==> src/rtl/equiv_monitor.sv <==
// equiv_monitor: lockstep equivalence checker for two implementations.
// Each side passes through an optional register delay so that the two
// streams line up. After a warm-up period the aligned values are compared
// on every enabled cycle. The monitor records the first difference, keeps a
// sticky error flag and maintains a saturating mismatch count.
// Optional build macro: EQUIV_MONITOR_ASSERT_EN adds a clocked immediate
// assertion that fires on every mismatch event.
//
// state     | meaning
// ----------+---------------------------------------------------------
// ST_WARMUP | ignore results until WARMUP enabled cycles have elapsed
// ST_ARMED  | comparing; no difference seen since reset or clear
// ST_FAILED | first difference captured; only pulse and count from here

module equiv_monitor #(
  parameter int WIDTH   = 91,
  parameter int DELAY_A = 0,
  parameter int DELAY_B = 0,
  parameter int WARMUP  = 4,
  parameter int CNT_W   = 16
) (
  input  logic             clk,
  input  logic             rst,
  input  logic             en,
  input  logic             clear,
  input  logic [WIDTH-1:0] y_a,
  input  logic [WIDTH-1:0] y_b,
  output logic             mismatch,
  output logic             error,
  output logic [CNT_W-1:0] mismatch_count,
  output logic [CNT_W-1:0] first_cycle,
  output logic [WIDTH-1:0] first_diff,
  output logic [1:0]       state
);

  typedef enum logic [1:0] {
    ST_WARMUP = 2'd0,
    ST_ARMED  = 2'd1,
    ST_FAILED = 2'd2
  } st_t;

  // The warm-up counter must be able to hold WARMUP itself.
  localparam int WW = $clog2(WARMUP + 2);

  logic [WIDTH-1:0] a_d, b_d;
  st_t              st_q, st_d;
  logic [WW-1:0]    warm_q, warm_d;
  logic [CNT_W-1:0] cyc_q, cyc_d;
  logic [CNT_W-1:0] cnt_q, cnt_d;
  logic [CNT_W-1:0] fcyc_q, fcyc_d;
  logic [WIDTH-1:0] fdiff_q, fdiff_d;
  logic             err_q, err_d;
  logic             mm_q, mm_d;
  logic             diff_ev;

  // Side A alignment: pass-through or a DELAY_A deep shift register.
  if (DELAY_A == 0) begin : g_a_pass
    assign a_d = y_a;
  end else begin : g_a_pipe
    logic [WIDTH-1:0] stg [DELAY_A];
    // Stages shift every clock, independent of en.
    always_ff @(posedge clk or posedge rst) begin
      if (rst) begin
        for (int i = 0; i < DELAY_A; i++) stg[i] <= '0;
      end else begin
        stg[0] <= y_a;
        for (int i = 1; i < DELAY_A; i++) stg[i] <= stg[i-1];
      end
    end
    assign a_d = stg[DELAY_A-1];
  end

  // Side B alignment: pass-through or a DELAY_B deep shift register.
  if (DELAY_B == 0) begin : g_b_pass
    assign b_d = y_b;
  end else begin : g_b_pipe
    logic [WIDTH-1:0] stg [DELAY_B];
    // Stages shift every clock, independent of en.
    always_ff @(posedge clk or posedge rst) begin
      if (rst) begin
        for (int i = 0; i < DELAY_B; i++) stg[i] <= '0;
      end else begin
        stg[0] <= y_b;
        for (int i = 1; i < DELAY_B; i++) stg[i] <= stg[i-1];
      end
    end
    assign b_d = stg[DELAY_B-1];
  end

  // State, counters and capture registers; reset discards all history.
  always_ff @(posedge clk or posedge rst) begin
    if (rst) begin
      st_q    <= ST_WARMUP;
      warm_q  <= '0;
      cyc_q   <= '0;
      cnt_q   <= '0;
      fcyc_q  <= '0;
      fdiff_q <= '0;
      err_q   <= 1'b0;
      mm_q    <= 1'b0;
    end else begin
      st_q    <= st_d;
      warm_q  <= warm_d;
      cyc_q   <= cyc_d;
      cnt_q   <= cnt_d;
      fcyc_q  <= fcyc_d;
      fdiff_q <= fdiff_d;
      err_q   <= err_d;
      mm_q    <= mm_d;
    end
  end

  // Next-state logic: warm-up, compare, capture; clear overrides a same-edge event.
  always_comb begin
    st_d    = st_q;
    warm_d  = warm_q;
    cyc_d   = cyc_q;
    cnt_d   = cnt_q;
    fcyc_d  = fcyc_q;
    fdiff_d = fdiff_q;
    err_d   = err_q;
    mm_d    = 1'b0;
    diff_ev = en && (st_q != ST_WARMUP) && (a_d != b_d);

    // cyc is free-running on enabled cycles and survives clear.
    if (en && (cyc_q != '1)) cyc_d = cyc_q + 1'b1;

    if (clear) begin
      st_d    = ST_ARMED;
      cnt_d   = '0;
      fcyc_d  = '0;
      fdiff_d = '0;
      err_d   = 1'b0;
    end else begin
      case (st_q)
        ST_WARMUP: begin
          if (WARMUP == 0) begin
            st_d = ST_ARMED;
          end else if (en) begin
            warm_d = warm_q + 1'b1;
            if (warm_q + 1'b1 == WW'(WARMUP)) st_d = ST_ARMED;
          end
        end
        ST_ARMED, ST_FAILED: begin
          if (diff_ev) begin
            mm_d = 1'b1;
            if (cnt_q != '1) cnt_d = cnt_q + 1'b1;
            if (st_q == ST_ARMED) begin
              fcyc_d  = cyc_q;
              fdiff_d = a_d ^ b_d;
              err_d   = 1'b1;
              st_d    = ST_FAILED;
            end
          end
        end
        default: st_d = ST_WARMUP;
      endcase
    end
  end

`ifdef EQUIV_MONITOR_ASSERT_EN
  // Flag every compared cycle whose aligned values differ.
  always @(posedge clk) begin
    if (!rst && en && !clear && (st_q != ST_WARMUP))
      assert (a_d == b_d)
      else $error("equiv_monitor: mismatch at cycle %0d", cyc_q);
  end
`endif

  assign mismatch       = mm_q;
  assign error          = err_q;
  assign mismatch_count = cnt_q;
  assign first_cycle    = fcyc_q;
  assign first_diff     = fdiff_q;
  assign state          = st_q;

endmodule

==> config.mk <==
export PLATFORM = sky130hd
export DESIGN_NAME = equiv_monitor
export DESIGN_NICKNAME = d
export VERILOG_FILES = /design/src/rtl/equiv_monitor.sv
export SDC_FILE = /design/constraint.sdc
export NUM_CORES = 1
export LEC_CHECK = 0
export ABC_AREA = 1
export CORE_ASPECT_RATIO = 0.5
export CORE_MARGIN = 3
export CORE_UTILIZATION = 48
export DETAILED_ROUTE_END_ITERATION = 8
export GPL_TIMING_DRIVEN = 0
export HOLD_SLACK_MARGIN = 0.15
export PLACE_DENSITY = 0.85
export SYNTH_ARGS = -nofsm -noshare
export SYNTH_HDL_FRONTEND = slang
export SYNTH_SLANG_ARGS = --single-unit
==> constraint.sdc <==
create_clock -name clk -period 8.29 [get_ports clk]
set_clock_uncertainty 0.05 [all_clocks]
set_input_delay 0.829 -clock clk [delete_from_list [all_inputs] [get_ports clk]]
set_output_delay 0.829 -clock clk [all_outputs]
set_load 0.01 [all_outputs]
==> out/results.tsv, run 1 <==
metric	value	unit
die area	18800	um2
Fin Setup TNS	0	ns
aggregate global-route resource usage	0.282	
worst-skew pair later-pin latency	0.42	ns
dpl hpwl	20.9	mm
fillcell total	1278	
vias in the first global route	8734	
min cycle time layout	2.92	ns
unrepaired setup endpoints after global routing	false	
Pwr Total	2.66	mW
Setup Fix Bufs, Post-CTS	0	
CP Max Fanout	10	
post-synth top area share	0.446	
Final Cycle Share	0.352	
CTS Buffer Depth	2	
H-tree depth	4	
cell count after synthesis	1162	
hold path depth	1	
placement row count	33	
leakage	6.21	nW
ratio of cells with drive above 1 in the final layout	0.0478	
Final Max Tran Viols	0	
post-synthesis sequential area ratio	0.446	
antenna violations before repair	0	
Iteration-0 DRC Markers	483	
number of I/O port buffers	312	
Reg-to-Reg Start	mismatch_count[0]	
Core Util, Final	0.742	
FMAX	0.343	GHz
syn_area_per_cell	7.04	um2
DP Worst Slack	5.00	ns
Final WS setup	5.37	ns
Cell variety after synth	25	
#FFs+latches synth	146	
final setup vio count	0	
Hold Path End	error	
MaxCap Viol Count	0	
DR DRC count	0	
Worst Path Required	8.53	ns
vias per cell	5.07	
Area growth, synth to finish	49.8	%
RR Endpoint	mismatch_count[15]	
clock transition at the registers of the reported paths	0.06	ns
Hold Buf Count CTS	0	
Cell Area, Synth	8190	um2
cell accounting for the most synthesized area	dfrtp_1	
IO Count	313	
r2r worst-path depth	9	
CTS tree	done	
Initial Utilization	0.496	
Hold Path Class	flip-flop to flip-flop	
synth top area cells	dfrtp_1 45%, nand2_1 15%, nand3_1 14%, nor2_1 8.4%, inv_1 5.5%	
CTS root buf	clkbuf_16	
crit start category	input pin	
Die X	191	um
Ys Warns	0	
reg-to-reg slack, setup	5.95	ns
Worst Setup Path Type	input pin to flip-flop	
ANT cells	0	
Worst slew margin	0.480	
net count of the finished layout	1686	
RD Place Congestion	0.909	
Worst Hold Launch	error	
PD cells	217	nW/um2
Wirelength per Cell	15.4	um
status	completed	
Hold Slack	0.442	ns
Antenna Nets Post-Route	0	
overall die height	98.3	um
CP Capture Type	flip-flop	
vias post-DR	8793	
Slew @ Worst Pin	0.781	ns
worst vdd ir	0.160	mV
synthesized net count	1354	
Final Hold Fails	0	
largest net degree at the start of global routing	93	
GR Overflow Total	0	
clock net sink count	146	
CP arrival	3.16	ns
CTS Buf Count	17	
global-route wire length before repair	42.6	mm
Core Footprint	16500	um2
WL final	26.8	mm
post_cts resized	0	
DRT Pass-1 Iters	5	
-- cell usage in the layout (no fill, tap or decap) --
cell             instances
clkinvlp_4               1
buf_16                   1
clkbuf_8                 3
inv_1                  119
inv_6                    6
xnor2_1                 17
clkbuf_1                18
xor2_1                  24
inv_2                    1
nand3b_1                 2
buf_2                   17
mux2_2                   2
nor3_1                  12
clkbuf_16               17
nand4_1                  5
or2_2                    9
o21a_1                   1
dfrtp_1                146
buf_1                    9
nand2_4                  1
nand3_1                228
o21ai_2                  1
ha_1                     6
buf_4                    4
o21ai_0                 18
bufinv_16                3
buf_6                    3
nor2_1                 184
clkdlybuf4s50_1        312
clkinv_1                 1
clkinv_4                 3
nor4_1                   2
nand2_1                331
-- final cells by class --
class,instances,area (um2),area share
clock buffer,20,467,0.0381
sequential,146,3650,0.298
tap,227,284,0.0232
multi-input combinational,843,3820,0.312
buffer,51,250,0.0204
clock inverter,12,168,0.0137
inverter,122,463,0.0378
timing repair buffer,313,3150,0.257
-- synthesized netlist by cell type --
cell	number
clkinv_1	1
nand3_1	228
nand4_1	5
nor2_1	184
nand2_1	331
dfrtp_1	146
nor4_1	2
ha_1	6
buf_6	3
xor2_1	24
or2_2	9
buf_2	17
clkbuf_1	18
nand2_4	1
nand3b_1	2
o21a_1	1
inv_2	1
buf_1	9
o21ai_2	1
inv_1	120
nor3_1	12
o21ai_0	18
mux2_2	2
xnor2_1	17
buf_4	4
-- where the power goes --
| group | switching [mW] | internal (mW) |
|---|---|---|
| Combinational | 0.458 | 0.424 |
| Clock | 0.327 | 0.505 |
| Sequential | 0.101 | 0.847 |
-- stage by stage --
step           cell area [um2]  cells
2_1_floorplan             8190   1162
5_1_grt                  12300   1734
4_1_cts                  12300   1734
3_3_place_gp             11600   1701
6_report                 12300   1734
3_5_place_dp             11600   1702
-- cells by family (layout without fill, tap and decap cells) --
family | count (synthesis) | after routing | synth area share
adder cells (fa/ha/maj) | 6 | 6 | 0.00917
multiplexers | 2 | 2 | 0.00275
AND/OR/NAND/NOR | 774 | 774 | 0.398
AO/OA/AOI/OAI | 20 | 20 | 0.0130
flip-flops | 146 | 146 | 0.446
XOR/XNOR | 41 | 41 | 0.0439
buffers and inverters | 173 | 518 | 0.0865
-- worst max path at each step --
stage | slack (ns) | from | to | cells past startpoint
finish | 5.37 | y_b[64] | first_diff[82] | 13
global route | 5.15 | y_b[86] | first_diff[82] | 16
CTS | 5.39 | y_a[86] | first_diff[82] | 16
detailed placement | 5.00 | y_b[86] | first_diff[88] | 16
global placement | 1.61 | rst | first_cycle[1] | 2
floorplan | 3.49 | rst | cyc_q[0] | 1
-- sequential cells by signal, summed over array words and instances, names as in the netlist --
signal,flops
cyc_q,16
mismatch,1
state,2
first_cycle,16
warm_q,3
error,1
first_diff,91
mismatch_count,16
-- critical path: stages --
cell,delay [ns]
clkdlybuf4s50_1,0.41
xnor2_1,0.31
nand3_1,0.11
nor2_1,0.12
nand2_1,0.14
nor2_1,0.16
nand3_1,0.12
nand3_1,0.09
buf_4,0.20
nand2_4,0.15
clkbuf_1,0.30
nand2_1,0.14
nand2_1,0.07
-- layer usage --
layer  part of all wire  GRT usage  up-vias
li1                   -          -     4313
met1               0.41      0.351     4138
met2               0.50      0.505      293
met3              0.060     0.0488       49
met4              0.024     0.0856        0
met5                  0          0        -
Note: power is estimated with default switching activity, not from simulation.
==> run 2, diff against run 1 <==
--- a/config.mk
+++ b/config.mk
@@ -8,11 +8,11 @@
 export ABC_AREA = 1
 export CORE_ASPECT_RATIO = 0.5
 export CORE_MARGIN = 3
-export CORE_UTILIZATION = 48
+export CORE_UTILIZATION = 45
 export DETAILED_ROUTE_END_ITERATION = 8
 export GPL_TIMING_DRIVEN = 0
 export HOLD_SLACK_MARGIN = 0.15
-export PLACE_DENSITY = 0.85
+export PLACE_DENSITY = 0.81
 export SYNTH_ARGS = -nofsm -noshare
 export SYNTH_HDL_FRONTEND = slang
 export SYNTH_SLANG_ARGS = --single-unit
==> constraint.sdc (replaced) <==
create_clock -name clk -period 3 [get_ports clk]
set_clock_uncertainty 0.05 [all_clocks]
set_input_delay 0.3 -clock clk [delete_from_list [all_inputs] [get_ports clk]]
set_output_delay 0.3 -clock clk [all_outputs]
set_load 0.01 [all_outputs]
==> out/results.tsv, run 2 (synthesis results as in run 1) <==
metric	value	unit
Pwr Total	7.16	mW
MaxCap Viol Count	0	
Worst slew margin	0.501	
dpl hpwl	20.9	mm
Inst Count DP	1712	
crit start category	input pin	
Fin Setup TNS	0	ns
PD cells	583	nW/um2
Reg-to-Reg Start	mismatch_count[0]	
status	completed	
CTS root buf	clkbuf_16	
CTS tree	done	
Worst Setup Path Type	input pin to flip-flop	
RD Place Congestion	0.872	
number of I/O port buffers	312	
GR Overflow Total	0	
max reg flops	91	
H-tree depth	4	
clock transition at the registers of the reported paths	0.07	ns
Core Util, Final	0.697	
Final Cell Area	12300	um2
Iteration-0 DRC Markers	576	
Die X	197	um
Wirelength per Cell	15.1	um
worst-skew pair later-pin latency	0.42	ns
fillcell total	1464	
Worst Path Required	3.24	ns
vias in the first global route	8371	
overall die height	101	um
Reg area	3650	um2
Final Max Tran Viols	0	
FMAX	0.410	GHz
r2r worst-path depth	9	
CTS Buffer Depth	2	
clock net sink count	146	
area of the multi-input gates	3820	um2
Final Cycle Share	0.812	
unrepaired setup endpoints after global routing	false	
Finished Layout Cells	1744	
most frequent cells in the layout	331 x nand2_1, 312 x clkdlybuf4s50_1, 228 x nand3_1	
Hold Slack	0.217	ns
IO Count	313	
Slew @ Worst Pin	0.749	ns
Core Footprint	17600	um2
CP arrival	2.68	ns
placed inst area	11700	um2
min cycle time layout	2.44	ns
Final WS setup	0.563	ns
Setup Fix Bufs, Post-CTS	0	
CTS Buf Count	17	
antenna violations before repair	0	
Area growth, synth to finish	49.9	%
ANT cells	0	
post_cts resized	0	
WL final	26.3	mm
Hold Buf Count CTS	0	
largest net degree at the start of global routing	41	
net count of the finished layout	1689	
placement row count	34	
DP Worst Slack	0.201	ns
reg-to-reg slack, setup	0.62	ns
worst vdd ir	0.432	mV
CP Capture Type	flip-flop	
DR DRC count	0	
commonest non-fill, non-tap cell in the layout	nand2_1	
ratio of cells with drive above 1 in the final layout	0.0497	
vias post-DR	8740	
DRT Pass-1 Iters	6	
Antenna Nets Post-Route	0	
vias per cell	5.01	
leakage	6.20	nW
die area	19900	um2
Hold Path Class	input pin to asynchronous set/reset pin	
CP Max Fanout	10	
Final Hold Fails	0	
aggregate global-route resource usage	0.262	
Initial Utilization	0.465	
final setup vio count	0	
global-route wire length before repair	41.9	mm
RR Endpoint	mismatch_count[8]	
==> run 2: worst max-delay path by stage <==
stage,start,end,depth (start not counted)
after floorplan,rst,cyc_q[0],1
after global placement,rst,mismatch_count[3],2
after detailed placement,y_a[28],first_diff[15],16
after CTS,y_a[28],first_diff[87],16
after global routing,mismatch_count[0],mismatch_count[5],9
final,y_b[0],first_diff[14],16
==> run 2: layout make-up <==
cell class | instances | share of cell area
multi-input combinational | 843 | 0.312
sequential | 146 | 0.298
timing repair buffer | 316 | 0.262
inverter | 122 | 0.0376
clock buffer | 18 | 0.0358
tap | 234 | 0.0239
buffer | 51 | 0.0204
clock inverter | 14 | 0.0114
==> run 2: critical path: stages <==
cell and delay, ns:
clkdlybuf4s50_1 0.49, inv_1 0.05, nand2_1 0.05, nand2_1 0.07, nor2_1 0.14, nand2_1 0.11, nor2_1 0.11, nand2_1 0.06
nor2_1 0.18, nand3_1 0.15, nand3_1 0.10, buf_4 0.19, nand2_4 0.14, clkbuf_1 0.31, nand3_1 0.16, nand2_1 0.06
==> run 2: per-layer routing <==
| metal | part of all wire | wire length, um | global-route usage |
|---|---|---|---|
| met1 | 0.43 | 11300 | 0.341 |
| met2 | 0.49 | 12900 | 0.457 |
| met3 | 0.057 | 1500 | 0.0475 |
| met4 | 0.024 | 623 | 0.0749 |
| met5 | 0 | 0 | 0 |
==> run 2: where the power goes <==
part / internal, mW / switching [mW] / total [mW]
Combinational: 1.18 / 1.26 / 2.44
Clock: 1.19 / 0.916 / 2.11
Sequential: 2.34 / 0.269 / 2.61
